--- config.mk ---
export PLATFORM = sky130hd
export DESIGN_NAME = skid_buffer
export DESIGN_NICKNAME = d
export VERILOG_FILES = /design/src/rtl/skid_buffer.sv
export SDC_FILE = /design/constraint.sdc
export NUM_CORES = 1
export LEC_CHECK = 0
export ABC_AREA = 1
export CORE_MARGIN = 10
export CORE_UTILIZATION = 45
export CTS_BUF_LIST = sky130_fd_sc_hd__clkbuf_4 sky130_fd_sc_hd__clkbuf_8
export CTS_CLUSTER_SIZE = 40
export DETAILED_ROUTE_END_ITERATION = 6
export PLACE_DENSITY = 0.7
export SETUP_SLACK_MARGIN = 0.5
export SYNTH_ARGS = -nofsm -noshare
export SYNTH_HDL_FRONTEND = slang
export SYNTH_SLANG_ARGS = --single-unit
--- constraint.sdc ---
create_clock -name clock -period 2.05 [get_ports clock]
set_input_delay 0.41 -clock clock [delete_from_list [all_inputs] [get_ports clock]]
set_output_delay 0.41 -clock clock [all_outputs]
set_load 0.01 [all_outputs]
--- src/rtl/skid_buffer.sv ---
// Two-entry skid buffer: registered head (main) plus an overflow register (skid).
// Optional flush/stall statistics counters are built when SKID_BUFFER_STATS_EN is defined.
module skid_buffer #(
  parameter int N = 32
) (
  input  logic         clock,
  input  logic         reset,
  input  logic         flush,
  input  logic         hold,
  input  logic         in_valid,
  input  logic [N-1:0] in_data,
  output logic         in_ready,
  output logic         out_valid,
  output logic [N-1:0] out_data,
  input  logic         out_ready,
  output logic [1:0]   occupancy
`ifdef SKID_BUFFER_STATS_EN
  ,
  output logic [15:0]  stall_count,
  output logic [15:0]  drop_count
`endif
);

  typedef enum logic [1:0] {
    EMPTY = 2'd0,
    ONE   = 2'd1,
    FULL  = 2'd2
  } state_t;

  state_t       state, state_nxt;
  logic [N-1:0] main_p0, main_nxt;
  logic [N-1:0] skid_p0, skid_nxt;
  logic         in_xfer, out_xfer;

  // Handshakes are masked by hold/flush so neither side can see a transfer
  // while the buffer is frozen or being emptied.
  assign in_ready  = (state != FULL)  && !hold && !flush;
  assign out_valid = (state != EMPTY) && !hold && !flush;
  assign out_data  = main_p0;
  assign occupancy = state;

  assign in_xfer  = in_valid && in_ready;
  assign out_xfer = out_valid && out_ready;

  always_comb begin
    state_nxt = state;
    main_nxt  = main_p0;
    skid_nxt  = skid_p0;
    if (flush) begin
      state_nxt = EMPTY;
      main_nxt  = '0;
      skid_nxt  = '0;
    end else if (!hold) begin
      unique case (state)
        EMPTY: begin
          if (in_xfer) begin
            main_nxt  = in_data;
            state_nxt = ONE;
          end
        end
        ONE: begin
          if (in_xfer && out_xfer) begin
            main_nxt = in_data;
          end else if (in_xfer) begin
            skid_nxt  = in_data;
            state_nxt = FULL;
          end else if (out_xfer) begin
            main_nxt  = '0;
            state_nxt = EMPTY;
          end
        end
        FULL: begin
          // in_ready is low here, so only the drain path exists.
          if (out_xfer) begin
            main_nxt  = skid_p0;
            skid_nxt  = '0;
            state_nxt = ONE;
          end
        end
        default: begin
          state_nxt = EMPTY;
          main_nxt  = '0;
          skid_nxt  = '0;
        end
      endcase
    end
  end

  // Stage p0: buffer registers; reset clears data too so empty slots read 0.
  always_ff @(posedge clock or negedge reset) begin
    if (!reset) begin
      state   <= EMPTY;
      main_p0 <= '0;
      skid_p0 <= '0;
    end else begin
      state   <= state_nxt;
      main_p0 <= main_nxt;
      skid_p0 <= skid_nxt;
    end
  end

`ifdef SKID_BUFFER_STATS_EN
  function automatic logic [15:0] sat_add16(input logic [15:0] a, input logic [15:0] b);
    logic [16:0] sum;
    sum = {1'b0, a} + {1'b0, b};
    return sum[16] ? 16'hFFFF : sum[15:0];
  endfunction

  // Stage p0: statistics; drops count whatever the flush discards.
  always_ff @(posedge clock or negedge reset) begin
    if (!reset) begin
      stall_count <= '0;
      drop_count  <= '0;
    end else begin
      if (in_valid && !in_ready)
        stall_count <= sat_add16(stall_count, 16'd1);
      if (flush)
        drop_count <= sat_add16(drop_count, {14'd0, occupancy});
    end
  end
`endif

endmodule

==> results of run 1 <==
==> flip-flops by register name, summed over array words and instances (netlist names) <==
name       cells
occupancy      2
out_data      32
skid_p0       32
==> cell usage after synthesis <==
| cell | n | area [um^2] |
|---|---|---|
| buf_1 | 8 | 30.03 |
| buf_2 | 14 | 70.07 |
| buf_4 | 3 | 22.52 |
| buf_6 | 6 | 67.56 |
| clkbuf_1 | 14 | 52.55 |
| dfrtp_1 | 66 | 1652 |
| inv_1 | 69 | 259.0 |
| inv_2 | 4 | 15.01 |
| nand2_1 | 205 | 769.5 |
| nand2_2 | 3 | 18.77 |
| nand2_4 | 1 | 11.26 |
| nand3_1 | 66 | 330.3 |
| nand3_2 | 2 | 20.02 |
| nand3_4 | 1 | 17.52 |
| nand4_1 | 33 | 206.5 |
| nor2_1 | 37 | 138.9 |
| nor2_4 | 3 | 33.78 |
| nor3_1 | 32 | 160.2 |
| o21ai_0 | 32 | 160.2 |
| o21ai_1 | 1 | 5.000 |
==> power breakdown <==
group          switching (W)  internal, W  leakage (nW)  total [W]
sequential          0.000238      0.00167         0.888    0.00191
clock               0.000521     0.000605         0.106    0.00113
combinational        0.00191      0.00148          2.33    0.00340
==> cells by family (layout without fill, tap and decap cells) <==
logic type	count (synthesis)	count (layout)	share of synthesized area, %
buffers and inverters	118	233	12.79
and+or+nand+nor	383	383	42.24
DFF	66	66	40.88
AOI/OAI and AO/OA	33	33	4.088
==> worst paths after layout <==
kind	slack (ns)	start	to	cells past startpoint
max	0.26	occupancy[0]$_DFFE_PN0P_	out_data[12]$_DFFE_PN0P_	13
min	0.05	reset	out_data[17]$_DFFE_PN0P_	2
max reg2reg	0.26	occupancy[0]$_DFFE_PN0P_	out_data[12]$_DFFE_PN0P_	13
min reg2reg	0.47	out_data[24]$_DFFE_PN0P_	out_data[24]$_DFFE_PN0P_	2
max in group asynchronous	1.62	reset	occupancy[1]$_DFFE_PN0P_	2
min in group clock	0.47	out_data[24]$_DFFE_PN0P_	out_data[24]$_DFFE_PN0P_	2
==> metrics by stage <==
stage | hold slack, ns | total power [W] | setup TNS, ns
2_1_floorplan | 0.1144 | 0.003387 | 0
3_3_place_gp | 0.4540 | 0.004353 | -1.350
3_5_place_dp | 0.4585 | 0.004402 | -3.116
4_1_cts | 0.07574 | 0.006005 | 0
5_1_grt | 0.1006 | 0.006782 | 0
6_report | 0.04732 | 0.006431 | 0
==> what timing repair did <==
action,CTS,global route
endpoints found under the setup margin,102,70
resized for setup,82,87
buffers inserted,23,10
gates cloned,7,3
hold buffers,0,0
pin swaps,15,52
==> worst reg2reg max path, delay by kind of cell, from the launching register on <==
kind | cells | cell delay (ns)
buf+inv | 6 | 0.70
flops | 1 | 0.43
simple gates | 7 | 0.62
==> cell type report <==
| cell class | count | area, um^2 |
|---|---|---|
| Timing Repair Buffer | 144 | 1597 |
| Clock buffer | 11 | 145.1 |
| Tap cell | 108 | 135.1 |
| Fill cell | 689 | 2726 |
| Inverter | 73 | 289.0 |
| Multi-Input combinational cell | 416 | 2121 |
| Clock inverter | 5 | 53.80 |
| Sequential cell | 66 | 1654 |
==> cell usage in the layout (no fill, tap or decap), types with 33 or more instances in the layout <==
| cell type | instances |
|---|---|
| clkdlybuf4s50_1 | 34 |
| inv_1 | 68 |
| dlygate4sd2_1 | 34 |
| dfrtp_1 | 64 |
| nand2_1 | 156 |
| buf_4 | 33 |
| nand2_2 | 38 |
| nand4_1 | 33 |
| nor2_1 | 34 |
| nand3_1 | 62 |
==> per-layer routing <==
metal	track usage, %	vias to the layer above	wire length (um)
met2	33.45	251	6960
met5	0	-	0
met3	4.635	52	1390
met4	8.086	0	467
li1	-	2124	-
met1	24.96	2145	5611
==> results.py, run 1 <==
metrics = {
    "critical_path": {
        "arrival_ns": 2.07,
        "cpMostUsedCell": "nand2_1",
        "path_buf_inv": 6,
        "worstSetupPathType": "register to register",
        "cp_cell_sequence": "inv_2 -> buf_6 -> nand2_4 -> nand3_4 -> buf_12 -> nor2_4 -> buf_6 -> buf_4 -> buf_4 -> nand2_1 -> nand2_1 -> nand3_1 -> nand2_1",
        "cp_max_fo": 5,
        "start_kind": "register",
        "cp-end-kind": "register",
        "slowest_delay_ns": 0.43,
        "cpLargestDelayFamily": "buffers and inverters",
        "required_ns": 2.34,
        "cp_slowest_cell": "dfrtp_2",
    },
    "drt": {
        "dr.pass1.iters": 5,
        "ant_nets": 0,
        "via_count": 4572,
        "wirelength_um": 14430,
        "drt-initial-drc-count": 480,
        "drc_errors": 0,
        "wl_per_cell_um": 17.53,
        "avgViaCountPerCell": 5.555,
    },
    "clock_network": {
        "clk_pin_slew_ns": 0.09,
        "cts_root_buf": "clkbuf_8",
        "cts_made_buffers": 9,
        "clock_sinks": 66,
        "cts.htree.levels": 3,
        "cts_tree": "done",
        "clk_path_buf_depth": 2,
        "clock_latency_ns": 0.36,
    },
    "placed_design": {
        "port_buffers": 73,
        "gp_congestion": 0.8239,
        "dp_slack_ns": -0.1237,
        "dp_hpwl_um": 7464,
        "dp_cells": 764,
        "placed_area_um2": 4901,
    },
    "sta": {
        "hold_viol_final": 0,
        "min_period_ns": 1.786,
        "timing.final.crit_share_pct": 87.12,
        "worst_pin_slew_ns": 0.4126,
        "rsz0062_at_grt": "yes",
        "finalWorstSetupSlack_ns": 0.2640,
        "clock_skew_ns": 0.02385,
        "maxSlewViolCount": 0,
        "max_freq_ghz": 0.5599,
        "slew_headroom_pct": 72.49,
        "setup_viol": 0,
    },
    "die": {
        "dieHeight_um": 114.8,
        "core_um2": 8721,
        "start_util_pct": 46.33,
        "num_rows": 34,
        "die_w_um": 114.8,
        "ios": 74,
        "dieArea_um2": 13170,
    },
    "power": {
        "peakVddDrop_uv": 861.4,
        "power_density_nw_per_um2": 1073,
        "leakage_nw": 3.329,
    },
    "logic_synthesis": {
        "ys.warnings.count": 0,
        "avgSynthCellArea_um2": 6.734,
        "synth_cell_types": 20,
        "synth_cells": 600,
        "synth_seq_area_share_pct": 40.88,
        "synth_seq_cells": 66,
        "syn_area_um2": 4040,
        "syn_nets": 638,
    },
    "grt": {
        "overflow": 0,
        "grtUsageTotal_pct": 20.21,
        "grt_max_degree": 67,
        "grt_pass1_vias": 4474,
        "antenna_found_initial": 0,
        "grt_pass1_wl_um": 21950,
    },
    "cells_and_area": {
        "utilization_pct": 68.74,
        "num_antenna_cells": 0,
        "area_growth_pct": 48.37,
        "final_area_um2": 5995,
        "drive_above_1_share_pct": 22.94,
        "fin_cells": 823,
        "fin_nets": 748,
    },
    "flow_run": {
        "maxCapViolCount": 0,
    },
    "status": {
        "status": "finished, final reports clean",
    },
    "min_path": {
        "hp-class": "input pin to async pin",
    },
}
Note: power is estimated with default switching activity, not from simulation.
==> run 2: changes to the inputs <==
==> constraint.sdc (replaced) <==
create_clock -name clock -period 1.9 [get_ports clock]
set_input_delay 0.38 -clock clock [delete_from_list [all_inputs] [get_ports clock]]
set_output_delay 0.38 -clock clock [all_outputs]
set_load 0.01 [all_outputs]
==> run 2 against run 1 <==
Net effect: sequential cell count unchanged; via count decreased by 3.9%; die area unchanged; count of clock-buffer cells in the layout decreased by 1; routed wire length decreased by 6.8%; clock skew decreased by 0.012 ns; clock power increased by 4%; register-to-register slack got worse by 0.05 ns; sequential power increased by 7%; non-clock buffer count decreased by 16; sequential share of layout area increased by 1.4 points; largest cell class unchanged.
==> results.py, run 2 (synthesis gave the netlist of run 1 again) <==
metrics = {
    "status": {
        "status": "finished, final reports clean",
    },
    "sta": {
        "hold_viol_final": 0,
        "finalWorstSetupSlack_ns": 0.2126,
        "min_period_ns": 1.687,
        "clock_skew_ns": 0.01155,
        "setup_viol": 0,
        "timing.final.crit_share_pct": 88.81,
        "worst_pin_slew_ns": 0.6162,
        "slew_headroom_pct": 58.92,
        "maxSlewViolCount": 0,
        "max_freq_ghz": 0.5926,
        "rsz0062_at_grt": "yes",
        "whs_ns": 0.02773,
    },
    "grt": {
        "grtUsageTotal_pct": 20.08,
        "overflow": 0,
        "antenna_found_initial": 0,
        "grt_max_degree": 41,
        "grt_pass1_vias": 4271,
        "grt_pass1_wl_um": 21580,
    },
    "power": {
        "p_comb_share_pct": 50.6,
        "switching_power_w": 0.002710,
        "power_density_nw_per_um2": 1146,
        "peakVddDrop_uv": 749.8,
        "leakage_nw": 3.021,
        "power.internal_w": 0.003822,
        "clkPwrFrac_pct": 18.1,
        "p_sw_share_pct": 41.48,
        "power_w": 0.006532,
        "pwr-share-seq_pct": 31.2,
    },
    "clock_network": {
        "clock_latency_ns": 0.35,
        "cts.htree.levels": 3,
        "cts_tree": "done",
        "clk_pin_slew_ns": 0.08,
        "ctsHoldBuffers": 0,
        "clock_sinks": 66,
        "cts_root_buf": "clkbuf_8",
        "cts_made_buffers": 9,
        "clk_path_buf_depth": 2,
    },
    "critical_path": {
        "arrival_ns": 1.93,
        "start_kind": "input pin",
        "cp-end-kind": "register",
        "worstSetupStartpoint": "hold",
        "cpMostUsedCell": "nor2_4",
        "slowest_delay_ns": 0.28,
        "cp_cell_sequence": "dlygate4sd2_1 -> nor2_4 -> buf_4 -> nand3_4 -> nor2_4 -> buf_6 -> nand2_4 -> buf_8 -> buf_16 -> nand4_1 -> nand2_1",
        "r2r_start": "occupancy[1]$_DFFE_PN0P_",
        "path_buf_inv": 5,
        "required_ns": 2.14,
        "cp_slowest_cell": "dlygate4sd2_1",
        "cpLargestDelayFamily": "buffers and inverters",
        "cp_max_fo": 9,
        "worstSetupPathType": "input pin to register",
    },
    "die": {
        "start_util_pct": 46.33,
        "ios": 74,
        "dieHeight_um": 114.8,
        "dieArea_um2": 13170,
        "core_um2": 8721,
        "die_w_um": 114.8,
        "num_rows": 34,
    },
    "cells_and_area": {
        "final_common_cell": "nand2_1",
        "fillers": 758,
        "fin_nets": 732,
        "num_antenna_cells": 0,
        "area_growth_pct": 41.13,
        "final_cell_mix": "nand2_1, inv_1, dfrtp_1, nand3_1, nor2_1",
        "drive_above_1_share_pct": 17.60,
        "final_area_um2": 5702,
        "utilization_pct": 65.38,
    },
    "placed_design": {
        "gp_congestion": 0.8880,
        "placed_area_um2": 4991,
        "port_buffers": 73,
        "dp_slack_ns": -0.1964,
        "dp_hpwl_um": 7490,
    },
    "drt": {
        "ant_nets": 0,
        "avgViaCountPerCell": 5.446,
        "wl_per_cell_um": 16.66,
        "wirelength_um": 13450,
        "drt-initial-drc-count": 455,
        "dr.pass1.iters": 5,
        "via_count": 4395,
        "drc_errors": 0,
    },
    "min_path": {
        "hp-class": "input pin to async pin",
    },
    "flow_run": {
        "maxCapViolCount": 0,
    },
}
-- run 2: changes by cell type in the layout (fill, tap and decap cells not counted), moves of 3 or more --
cell	delta
nand2_1	+39
dlygate4sd2_1	-32
nand2_2	-30
clkdlybuf4s15_1	+20
buf_4	-13
clkbuf_2	+9
nand2_4	-8
buf_6	-3
nand3_1	-3
-- run 2: final cells by class --
cell class	instances	area (um^2)	area share (%)
Tap cell	108	135.1	2.370
Clock inverter	6	57.56	1.009
Multi-Input combinational cell	416	1993	34.96
Clock buffer	10	131.4	2.304
Sequential cell	66	1653	28.99
Timing Repair Buffer	128	1453	25.48
Inverter	73	279.0	4.894
-- run 2: what timing repair did --
action	in CTS	in global routing
buffers inserted	14	6
pin swaps	26	17
endpoints found under the hold margin	0	0
resized for setup	119	33
gates cloned	8	1
setup endpoints to repair	102	85
-- run 2: worst paths after layout --
check / endpoint / slack, ns / cells past startpoint
max reg2reg: skid_p0[3]$_DFFE_PN0P_ / 0.21 / 8
max: skid_p0[3]$_DFFE_PN0P_ / 0.21 / 11
max in group asynchronous: skid_p0[25]$_DFFE_PN0P_ / 1.30 / 2
min reg2reg: out_data[19]$_DFFE_PN0P_ / 0.47 / 2
min: out_data[13]$_DFFE_PN0P_ / 0.03 / 1
min in group clock: out_data[19]$_DFFE_PN0P_ / 0.47 / 2
-- run 2: power by group through the flow --
stage,Sequential [W],Clock (W),Combinational [W]
4_1_cts,0.00203,0.00120,0.00310
3_5_place_dp,0.00204,0,0.00278
3_3_place_gp,0.00203,0,0.00274
6_report,0.00204,0.00118,0.00331
2_1_floorplan,0.00214,0,0.00152
5_1_grt,0.00208,0.00126,0.00359
-- run 2: routing by layer --
metal | up-vias | global-route usage, % | wire length, um | part of all wire, %
li1 | 2096 | - | - | -
met1 | 2064 | 24.78 | 5451 | 41
met2 | 209 | 33.03 | 6622 | 49
met3 | 26 | 5.313 | 1133 | 8.4
met4 | 0 | 7.426 | 238 | 1.8
met5 | - | 0 | 0 | 0
-- run 2: worst reg2reg max path, delay by kind of cell, from the launching register on --
kind,cells,cell delay [ns]
buf+inv,4,0.53
flops,1,0.45
simple gates,4,0.63
-- run 2: per-stage QoR --
step / setup TNS (ns) / cells
after CTS: 0 / 800
after detailed placement: -7.287 / 762
after global placement: -4.490 / 762
after floorplan: 0 / 600
final: 0 / 807
after global routing: 0 / 807
